--- src/rtl/triwave_pkg.sv ---
// Shared types and defaults for the triangular-wave sequencer.
// The FSM states and the default sizes used by the controller and its prescaler live here.
package triwave_pkg;

    localparam int          CW_DEF      = 12;
    localparam int          DIVW_DEF    = 16;
    localparam int          PCW_DEF     = 16;
    localparam logic [11:0] BOT_VAL_DEF = 12'h802;

    typedef enum logic [2:0] {
        IDLE,
        CLEAR,
        RUN,
        DRAIN,
        DONE
    } state_e;

    // The generator is stepped and watched only in these states.
    function automatic logic is_active(input state_e s);
        return (s == RUN) || (s == DRAIN);
    endfunction

endpackage

--- src/rtl/triwave_seq_ctrl_tick_prescaler.sv ---
// Free-running divide-by-(div+1) tick source.
// clr restarts the count; the count holds whenever run is low.
module tick_prescaler
    import triwave_pkg::*;
#(
    parameter int DIVW = DIVW_DEF
) (
    input  logic            clk,
    input  logic            rst_n,
    input  logic            clr,
    input  logic            run,
    input  logic [DIVW-1:0] div,
    output logic            tick
);

    logic [DIVW-1:0] cnt_q, cnt_d;

    always_comb begin
        // NOTE: every combinational output gets a default first so no path leaves it unassigned (no latch).
        cnt_d = cnt_q;
        tick  = run && (cnt_q == div);
        if (clr) begin
            cnt_d = '0;
        end else if (tick) begin
            cnt_d = '0;
        end else if (run) begin
            cnt_d = cnt_q + DIVW'(1);
        end
    end

    // NOTE: sequential state uses non-blocking assignments so all flops update from pre-edge values.
    always_ff @(posedge clk or negedge rst_n) begin
        if (!rst_n) begin
            cnt_q <= '0;
        end else begin
            cnt_q <= cnt_d;
        end
    end

endmodule

--- src/rtl/triwave_seq_ctrl.sv ---
// Burst sequencer for the 12-bit triangular-wave generator: clears it at burst start,
// strobes its enable at a prescaled rate and counts wave periods at the bottom turning point.
module triwave_seq_ctrl
    import triwave_pkg::*;
#(
    parameter int             CW      = CW_DEF,
    parameter int             DIVW    = DIVW_DEF,
    parameter int             PCW     = PCW_DEF,
    parameter logic [CW-1:0]  BOT_VAL = BOT_VAL_DEF
) (
    input  logic            clk,
    input  logic            rst_n,
    input  logic            cfg_valid,
    output logic            cfg_ready,
    input  logic [DIVW-1:0] cfg_div,
    input  logic [PCW-1:0]  cfg_periods,
    input  logic            stop,
    input  logic            abort,
    input  logic [CW-1:0]   gen_count,
    output logic            gen_en,
    output logic            gen_clr_n,
    output logic            busy,
    output logic            done,
    output logic [PCW-1:0]  period_cnt
);

    state_e          state_q, state_d;
    logic [DIVW-1:0] div_q, div_d;
    logic [PCW-1:0]  periods_q, periods_d;
    logic [PCW-1:0]  period_cnt_q, period_cnt_d;
    logic [CW-1:0]   prev_count_q;
    logic            gen_en_q, gen_en_d;

    logic            xfer;
    logic            active;
    logic            boundary;
    logic            last_period;
    logic            tick;
    logic [PCW-1:0]  pc_inc;

    assign xfer        = cfg_valid && (state_q == IDLE);
    assign active      = is_active(state_q);
    // Edge-detect the arrival at BOT_VAL so a frozen generator is not counted twice.
    assign boundary    = active && (gen_count == BOT_VAL) && (prev_count_q != BOT_VAL);
    assign pc_inc      = period_cnt_q + PCW'(1);
    assign last_period = (periods_q != '0) && (pc_inc == periods_q);

    tick_prescaler #(
        .DIVW (DIVW)
    ) u_prescaler (
        .clk   (clk),
        .rst_n (rst_n),
        .clr   (xfer),
        .run   (active),
        .div   (div_q),
        .tick  (tick)
    );

    always_ff @(posedge clk or negedge rst_n) begin
        if (!rst_n) begin
            state_q      <= IDLE;
            div_q        <= '0;
            periods_q    <= '0;
            period_cnt_q <= '0;
            prev_count_q <= '0;
            gen_en_q     <= 1'b0;
        end else begin
            state_q      <= state_d;
            div_q        <= div_d;
            periods_q    <= periods_d;
            period_cnt_q <= period_cnt_d;
            prev_count_q <= gen_count;
            gen_en_q     <= gen_en_d;
        end
    end

    // Priority inside a burst: abort, then terminating boundary, then stop.
    always_comb begin
        state_d = state_q;
        unique case (state_q)
            IDLE:  if (xfer) state_d = CLEAR;
            CLEAR: state_d = abort ? IDLE : RUN;
            RUN: begin
                if (abort)                        state_d = IDLE;
                else if (boundary && last_period) state_d = DONE;
                else if (stop)                    state_d = DRAIN;
            end
            DRAIN: begin
                if (abort)         state_d = IDLE;
                else if (boundary) state_d = DONE;
            end
            DONE:    state_d = IDLE;
            default: state_d = IDLE;
        endcase
    end

    always_comb begin
        div_d        = div_q;
        periods_d    = periods_q;
        period_cnt_d = period_cnt_q;
        if (xfer) begin
            div_d        = cfg_div;
            periods_d    = cfg_periods;
            period_cnt_d = '0;
        end else if (boundary && !abort) begin
            period_cnt_d = pc_inc;
        end
        // Gating on the next state keeps the strobe low in DONE and right after an abort.
        gen_en_d = tick && is_active(state_d);
    end

    always_comb begin
        cfg_ready  = (state_q == IDLE);
        busy       = (state_q != IDLE);
        gen_clr_n  = (state_q != CLEAR);
        done       = (state_q == DONE);
        gen_en     = gen_en_q;
        period_cnt = period_cnt_q;
    end

endmodule

--- config.mk ---
export PLATFORM = sky130hd
export DESIGN_NAME = triwave_seq_ctrl
export DESIGN_NICKNAME = d
export VERILOG_FILES = /design/src/rtl/triwave_pkg.sv /design/src/rtl/triwave_seq_ctrl_tick_prescaler.sv /design/src/rtl/triwave_seq_ctrl.sv
export SDC_FILE = /design/constraint.sdc
export NUM_CORES = 1
export LEC_CHECK = 0
export BUFFER_PORTS_ARGS = -buffer_cell sky130_fd_sc_hd__buf_2
export CAP_MARGIN = 20
export CORE_ASPECT_RATIO = 1.75
export CORE_UTILIZATION = 45
export DETAILED_ROUTE_END_ITERATION = 12
export PLACE_DENSITY = 0.66
export SLEW_MARGIN = 15
export SYNTH_ARGS = -nofsm -noshare
export SYNTH_HDL_FRONTEND = slang
export SYNTH_SLANG_ARGS = --single-unit
export TNS_END_PERCENT = 50
--- constraint.sdc ---
create_clock -name clk -period 3.05 [get_ports clk]
set_input_delay 0.61 -clock clk [delete_from_list [all_inputs] [get_ports clk]]
set_output_delay 0.61 -clock clk [all_outputs]
set_load 0.03 [all_outputs]
# After elaboration in Yosys (flattened, before gate mapping)
# Index checks and enable logic that the tools add are counted.
[word_totals] ff_bits=80 output_inout_bits=21 mem_bits_ro=0 in_bits=49 ram_bits=0 n_memories=0 latchBits=0 wordCells=49
[op_classes] eq_ne=11 n_mux=13 n_div=0 n_addsub=2 n_bitwise=0 reduce_logical=16 shifts=0 n_lt_le_gt_ge=0 mul=0
[ops] cell="$mux W16" count=5
[ops] cell="$add A16 B1 Y16 const B" count=2
[ops] cell="$eq A16 B16 Y1" count=2
[ops] cell="$mux W3" count=6
[ops] cell="$reduce_bool A16 Y1" count=1
[ops] cell="$eq A12 B12 Y1 const B" count=1
[ops] cell="$eq A3 B2 Y1 const B" count=4
[ops] cell="$ne A12 B12 Y1 const B" count=1
[ops] cell="$pmux W3 S4" count=1
[ops] cell="$logic_and A1 B1 Y1" count=8
[ops] cell="$reduce_bool A3 Y1" count=2
[ops] cell="$eq A3 B1 Y1 const B" count=1
[ops] cell="$eq A3 B3 Y1 const B" count=1
[ops] cell="$logic_not A3 Y1" count=1
[ops] cell="$ne A3 B1 Y1 const B" count=1
[ops] cell="$logic_or A1 B1 Y1" count=2
[ops] cell="$mux W2" count=1
[ops] cell="$reduce_bool A2 Y1" count=1
[ops] cell="$logic_not A1 Y1" count=1

# Longest topological paths before layout
# Gate-level depths: netlist (run 1).
[logic_depth] word_depth=11 ltp_mapped=8 mapped_depth_nobuf=8

# Modules after synthesis
# Synthesis (run 1) repeated with hierarchy kept, for this count alone.
[unflattened] hier_cells=463 hier_area_um2=4209.0
[modules_own_cells] mod="triwave_seq_ctrl" cells_per_inst=346 area_per_inst_um2=3113.0 seq_area_each_um2=1601.5 instances=1
[modules_own_cells] mod="tick_prescaler" cells_per_inst=117 area_per_inst_um2=1096.1 seq_area_each_um2=400.4 instances=1

# Least setup slack after synthesis (run 1)
# OpenSTA, ideal clock, no wires.
[synth_timing] path_type="reg2reg" from="register period_cnt_q[0] (netlist: period_cnt[0])" to="register state_q[0]" arrival_ps=2460 stages_incl_launch_ff=9 path_slack_ps=464 period_less_slack_ps=2586 n_path_buf=0 setup_ps=126 t_required_ps=2924 cell_sequence="dfrtp_1 ha_1 nand2_1 nor4_4 xnor2_1 a2111oi_2 nand4_1 o31a_1 a221o_1"
[synth_via] elab_chain_len=7
[synth_rtl] item="start: declaration" line_no="triwave_seq_ctrl.sv:30" source="logic [PCW-1:0] period_cnt_q, period_cnt_d;"
[synth_rtl] item="start signal: assignment" line_no="triwave_seq_ctrl.sv:71" source="period_cnt_q <= period_cnt_d;"
[synth_rtl] item="$add A16 B1 Y16" line_no="triwave_seq_ctrl.sv:45" source="assign pc_inc = period_cnt_q + PCW'(1);"
[synth_rtl] item="$eq A16 B16 Y1" line_no="triwave_seq_ctrl.sv:46" source="assign last_period = (periods_q != '0) && (pc_inc == periods_q);"
[synth_rtl] item="$logic_and A1 B1 Y1" line_no="triwave_seq_ctrl.sv:46"
[synth_rtl] item="$logic_and A1 B1 Y1" line_no="triwave_seq_ctrl.sv:85" source="else if (boundary && last_period) state_d = DONE;"
[synth_rtl] item="$mux W3" line_no="triwave_seq_ctrl.sv:85"
[synth_rtl] item="$mux W3" line_no="triwave_seq_ctrl.sv:84" source="if (abort) state_d = IDLE;"
[synth_rtl] item="$pmux W3 S4" line_no="triwave_seq_ctrl.sv:80" source="unique case (state_q)"
[synth_rtl] item="net state_d[0]" line_no="triwave_seq_ctrl.sv:27" source="state_e state_q, state_d;"
[synth_rtl] item="end signal: assignment" line_no="triwave_seq_ctrl.sv:68" source="state_q <= state_d;"
[synth_rtl] item="end: declaration" line_no="triwave_seq_ctrl.sv:27"
# The timed path passes the listed nets, and every way through them passes these cells.
# A chain may end at the register's enable or synchronous reset.

# Worst setup path after layout (run 1)
# Same ends and word-level chain as after synthesis.

==> results.toml, run 1 <==
[setup_path]
start_kind = "flop"
crit_required_ns = 3.27
critPathMaxFanout = 7
path_class = "reg2reg"
crit_path_end_kind = "flop"
critPathArrivalTime_ns = 2.95

[clock_tree]
cts_setup_buffers = 0
hold_buffers = 0
insertion_delay_ns = 0.33
cts_buffer_depth = 2
ctsRootBufferMaster = "clkbuf_16"
post_cts_resized = 0
clk_pin_slew_ns = 0.06
cts.sinks = 80
numCtsBuffers = 9
cts_tree = "yes"
htreeDepth = 3

[grt]
grtUsageMet3_pct = 3.45
antenna_found_initial = 0
grt_usage_pct = 22.3
grt_max_degree = 52
grt_pass1_vias = 3366
overflow = 0
grt_pass1_wl_mm = 16.2
met1_usage_pct = 25.9
gr-max-usage-layer = "met2"
use_met2_pct = 38.8

[job]
maxCapViolations = 0

[pwr]
p_sw_uw = 1260
cellPowerDensity_mw_per_mm2 = 765
p_int_uw = 2510
leakage_uw = 0.00234
power_frac_seq_pct = 40.4
combPwrFrac_pct = 26.0
swShare_pct = 33.5
peakVddDrop_v = 0.000358
p_clk_share_pct = 33.5

[synth]
yosysWarnings = 0
synth.distinct_cells = 43
ys_top_cells_by_area = "dfrtp_1 (49%), nand2_1 (10%), xor2_1 (5.5%)"
yosysTopAreaCell = "dfrtp_1"
ys.flop_type = "dfrtp_1"
synthArstFlopShare_pct = 100
synth-edff-count = 0
ys_ff_latch = 80
synth_top_area_share_pct = 48.7
synth_cells = 462
synth_common_cells = "nand2_1 (110), dfrtp_1 (80), o21ai_0 (38)"
synth.most_common_cell = "nand2_1"
synth_fp_nets = 513
yosysSeqAreaShare_pct = 48.7
avgSynthCellArea_um2 = 8.89
syn_area_mm2 = 0.00411

[floorplanning]
initial_core_util_pct = 46.8
fp-row-count = 45
chipHeight_um = 128
die_area_mm2 = 0.00953
die-width_um = 74.2
ioPinCount = 70
core_mm2 = 0.00878

[layout]
n_antenna_cell = 0
drive_gt1_share_pct = 19.1
n_fill_cell = 824
instances_no_fill = 650
fin_nets = 579
syn_to_final_growth_pct = 20.1
ff_latch_area_mm2 = 0.00200
multi_input_area_mm2 = 0.00200

[outcome]
status = "finished clean"

[timing]
period_minus_slack_ns = 2.73
rsz0062_at_grt = "no"
relSlewSlack_pct = 52.3
worst-slew-pin-transition_ns = 0.713
slew_viol_final = 0
fin_setup_tns_ns = 0
hold_violations = 0
clock_skew_ns = 0.00578
max_freq_ghz = 0.366
finalSetupViolCount = 0
post-route-period-util_pct = 89.5
fin_ws_ns = 0.321

[detailed_routing]
vias = 3599
ant_nets = 0
routed_wl_mm = 9.92
first_pass_iters = 5
dr.first_iter.drc_count = 213
via_per_inst = 5.54
wl_per_cell_um = 15.3
drc_errors = 0

[placed_design]
io_buffer_count = 69
gp_congestion = 0.869
hpwl_mm = 7.28
dp.cells = 634
post-place-ws_ns = 0.271

[worst_hold_path]
holdCritPathClass = "in2async"
==> worst max-delay path, stage by stage, from the launching register on <==
cell and delay, ns:
dfrtp_1 0.46, ha_1 0.33, nand2_1 0.17, nor4_4 0.31
xnor2_1 0.14, a2111oi_2 0.34, nand4_1 0.18, o31a_1 0.34
a221o_1 0.35
==> flip-flops by register name (all words and copies together) (netlist names) <==
name and cells:
gen_en 1, periods_q 16, state_q 3, period_cnt 16
prev_count_q 12, u_prescaler.cnt_q 16, div_q 16
==> routing by layer <==
metal	part of all wire, %	vias up
li1	-	1741
met1	40	1733
met2	53	102
met3	3.3	23
met4	3.7	0
met5	0	-
==> stage by stage <==
stage,util [%],power (µW),hold slack [ns],instance area (µm²)
after floorplan,-,2210,0.314,4110
after global placement,52.1,2510,0.480,4580
after detailed placement,52.1,2540,0.483,4580
after CTS,56.2,3810,0.315,4930
after global routing,56.2,4000,0.328,4930
final,56.2,3770,0.290,4930
==> final timing paths <==
| kind | start | endpoint | slack [ns] | depth (start not counted) |
|---|---|---|---|---|
| worst max-delay path | period_cnt[0] | state_q[0] | 0.32 | 8 |
| worst min-delay path | rst_n | prev_count_q[9] | 0.29 | 1 |
| worst max register to register | period_cnt[0] | state_q[0] | 0.32 | 8 |
| worst min register to register | div_q[13] | div_q[13] | 0.49 | 2 |
| max in group asynchronous | rst_n | div_q[4] | 2.08 | 2 |
| min in group clk | gen_count[1] | prev_count_q[1] | 0.39 | 1 |
==> power groups by stage <==
stage | clock network, µW | registers (µW) | logic [µW]
4_1_cts | 1280 | 1520 | 1000
3_5_place_dp | 0 | 1540 | 995
3_3_place_gp | 0 | 1530 | 978
6_report | 1260 | 1520 | 983
2_1_floorplan | 0 | 1480 | 728
5_1_grt | 1330 | 1560 | 1110
==> final cells by class <==
cell class	count	area share [%]
Clock inverter	6	2.36
Multi-Input combinational cell	355	40.5
Inverter	4	0.304
Tap cell	117	2.97
Sequential cell	80	40.6
Clock buffer	10	4.84
Timing Repair Buffer	78	8.42
==> cell families after synthesis <==
logic type	synth area share [%]
simple gates	27.6
flops	48.7
compound gates	11.2
xor+xnor	8.74
buf+inv	2.62
mux	0.487
fa+ha+maj	0.609
==> cells in the final DEF, fill, tap and decap left out, types with 2 or more instances in the layout <==
| cell | instances |
|---|---|
| mux2i_1 | 2 |
| ha_1 | 2 |
| o21ai_0 | 38 |
| clkbuf_16 | 9 |
| inv_1 | 4 |
| a31oi_1 | 10 |
| buf_4 | 10 |
| and2_1 | 3 |
| nand3b_1 | 8 |
| dfrtp_1 | 80 |
| nand4_1 | 8 |
| a21oi_1 | 17 |
| o41ai_1 | 4 |
| nor4b_1 | 7 |
| nor3_1 | 8 |
| nand2_1 | 110 |
| bufinv_16 | 3 |
| o31ai_1 | 5 |
| nor3b_1 | 3 |
| nor2b_1 | 3 |
| clkinv_4 | 3 |
| nor4_1 | 11 |
| nor2_1 | 29 |
| buf_2 | 68 |
| and3_1 | 5 |
| xor2_1 | 26 |
| xnor2_1 | 15 |
| nand2b_1 | 5 |
| nand3_1 | 16 |
| or3_1 | 4 |
Note: power is estimated with default switching activity, not from simulation.
==> run 2, diff against run 1 <==
Settings changed: CORE_UTILIZATION 45 to 56, PLACE_DENSITY 0.66 to 0.8.
==> results.toml, run 2 (synthesized netlist as in run 1, its figures left out) <==
[setup_path]
critPathMaxFanout = 7
crit_slowest_cell = "a2111oi_2"
crit_required_ns = 3.27
reg2reg_slack_ns = 0.17
start_kind = "flop"
path_class = "reg2reg"
critPathMaxStageDelay_ns = 0.49
cp_cell_sequence = "ha_1 > nand2_1 > nor4_4 > xnor2_1 > a2111oi_2 > nand4_1 > o31a_1 > a221o_1"
r2r.worst_path.cells = 8
reg2reg_to = "state_q[0]"
r2r-start = "period_cnt[0]"
critPathArrivalTime_ns = 3.10
crit_path_end_kind = "flop"

[clock_tree]
insertion_delay_ns = 0.35
htreeDepth = 3
numCtsBuffers = 9
ctsRootBufferMaster = "clkbuf_16"
cts_setup_buffers = 0
clk_pin_slew_ns = 0.06
cts_tree = "yes"
cts.sinks = 80
cts_buffer_depth = 2
hold_buffers = 0
post_cts_resized = 0

[timing]
worst-slew-pin-transition_ns = 0.701
period_minus_slack_ns = 2.88
slew_viol_final = 0
clock_skew_ns = 0.00843
post-route-period-util_pct = 94.4
rsz0062_at_grt = "no"
fin_setup_tns_ns = 0
finalSetupViolCount = 0
fin_hold_ws_ns = 0.213
max_freq_ghz = 0.347
hold_violations = 0
relSlewSlack_pct = 53.1

[job]
maxCapViolations = 0

[floorplanning]
chipHeight_um = 115
core_mm2 = 0.00713
die-width_um = 66.7
fp-row-count = 41
ioPinCount = 70
die_area_mm2 = 0.00769
initial_core_util_pct = 57.6

[grt]
antenna_found_initial = 0
grt_max_degree = 81
grt_usage_pct = 29.1
grt_pass1_vias = 3392
grt_pass1_wl_mm = 16.3
overflow = 0

[detailed_routing]
dr.first_iter.drc_count = 377
via_per_inst = 5.90
wl_per_cell_um = 16.7
routed_wl_mm = 10.3
first_pass_iters = 6
drc_errors = 0
ant_nets = 0
vias = 3639

[layout]
n_fill_cell = 548
syn_to_final_growth_pct = 18.2
fin_nets = 577
final_common_cell = "nand2_1"
instances_no_fill = 617
utilization_pct = 68.1
n_antenna_cell = 0
final_cell_mix = "nand2_1 (110), dfrtp_1 (80), buf_2 (68)"
drive_gt1_share_pct = 18.6

[pwr]
peakVddDrop_v = 0.000580
leakage_uw = 0.00231
cellPowerDensity_mw_per_mm2 = 756

[placed_design]
hpwl_mm = 7.00
dp.cells = 600
gp_congestion = 0.961
io_buffer_count = 69

[outcome]
status = "finished clean"

[worst_hold_path]
holdCritPathClass = "in2async"
run 2: layout make-up:
type / count / area, µm² / share of cell area (%)
multi-input cells: 355 / 2000 / 41.2
inverters: 4 / 15.0 / 0.309
repair buffers: 76 / 413 / 8.51
flip-flops and latches: 80 / 2000 / 41.2
clock inverters: 4 / 51.3 / 1.06
well taps: 86 / 108 / 2.22
clock buffers: 12 / 267 / 5.49
run 2: worst max-delay path by stage:
stage,endpoint,slack [ns],cells after the start,start
5_1_grt,state_q[0],0.006,8,period_cnt[0]
2_1_floorplan,state_q[0],0.46,8,period_cnt[0]
6_report,state_q[0],0.17,8,period_cnt[0]
3_5_place_dp,state_q[0],0.26,8,period_cnt[0]
4_1_cts,state_q[0],0.24,8,period_cnt[0]
3_3_place_gp,state_q[0],0.40,8,gen_count[3]
run 2: metrics by stage:
stage               worst slack (ns)  power, µW  instance area, µm²
floorplan                      0.464       2210                4110
global placement               0.398       2490                4520
detailed placement             0.262       2530                4520
CTS                            0.245       3670                4830
global route                 0.00618       3850                4850
finish                         0.172       3670                4850
run 2: report_power, final:
group          internal (µW)  total, µW  switching [µW]
clock network            701       1140             437
registers               1300       1530             235
logic                    382       1000             618
run 2: critical path: cells and delay by family (launching register included):
family | cells | cell delay [ns]
and+or+nand+nor | 3 | 0.66
adders and majority gates | 1 | 0.32
xor gates and xnor gates | 1 | 0.13
AOI/OAI and AO/OA | 3 | 1.19
DFF | 1 | 0.46
run 2: routing by layer:
metal | share of wire [%] | vias to the layer above | global-route usage (%) | wire [µm]
li1 | - | 1731 | - | -
met1 | 36 | 1724 | 32.0 | 3770
met2 | 54 | 147 | 50.0 | 5540
met3 | 4.6 | 37 | 5.65 | 477
met4 | 5.3 | 0 | 18.7 | 543
met5 | 0 | - | 0 | 0
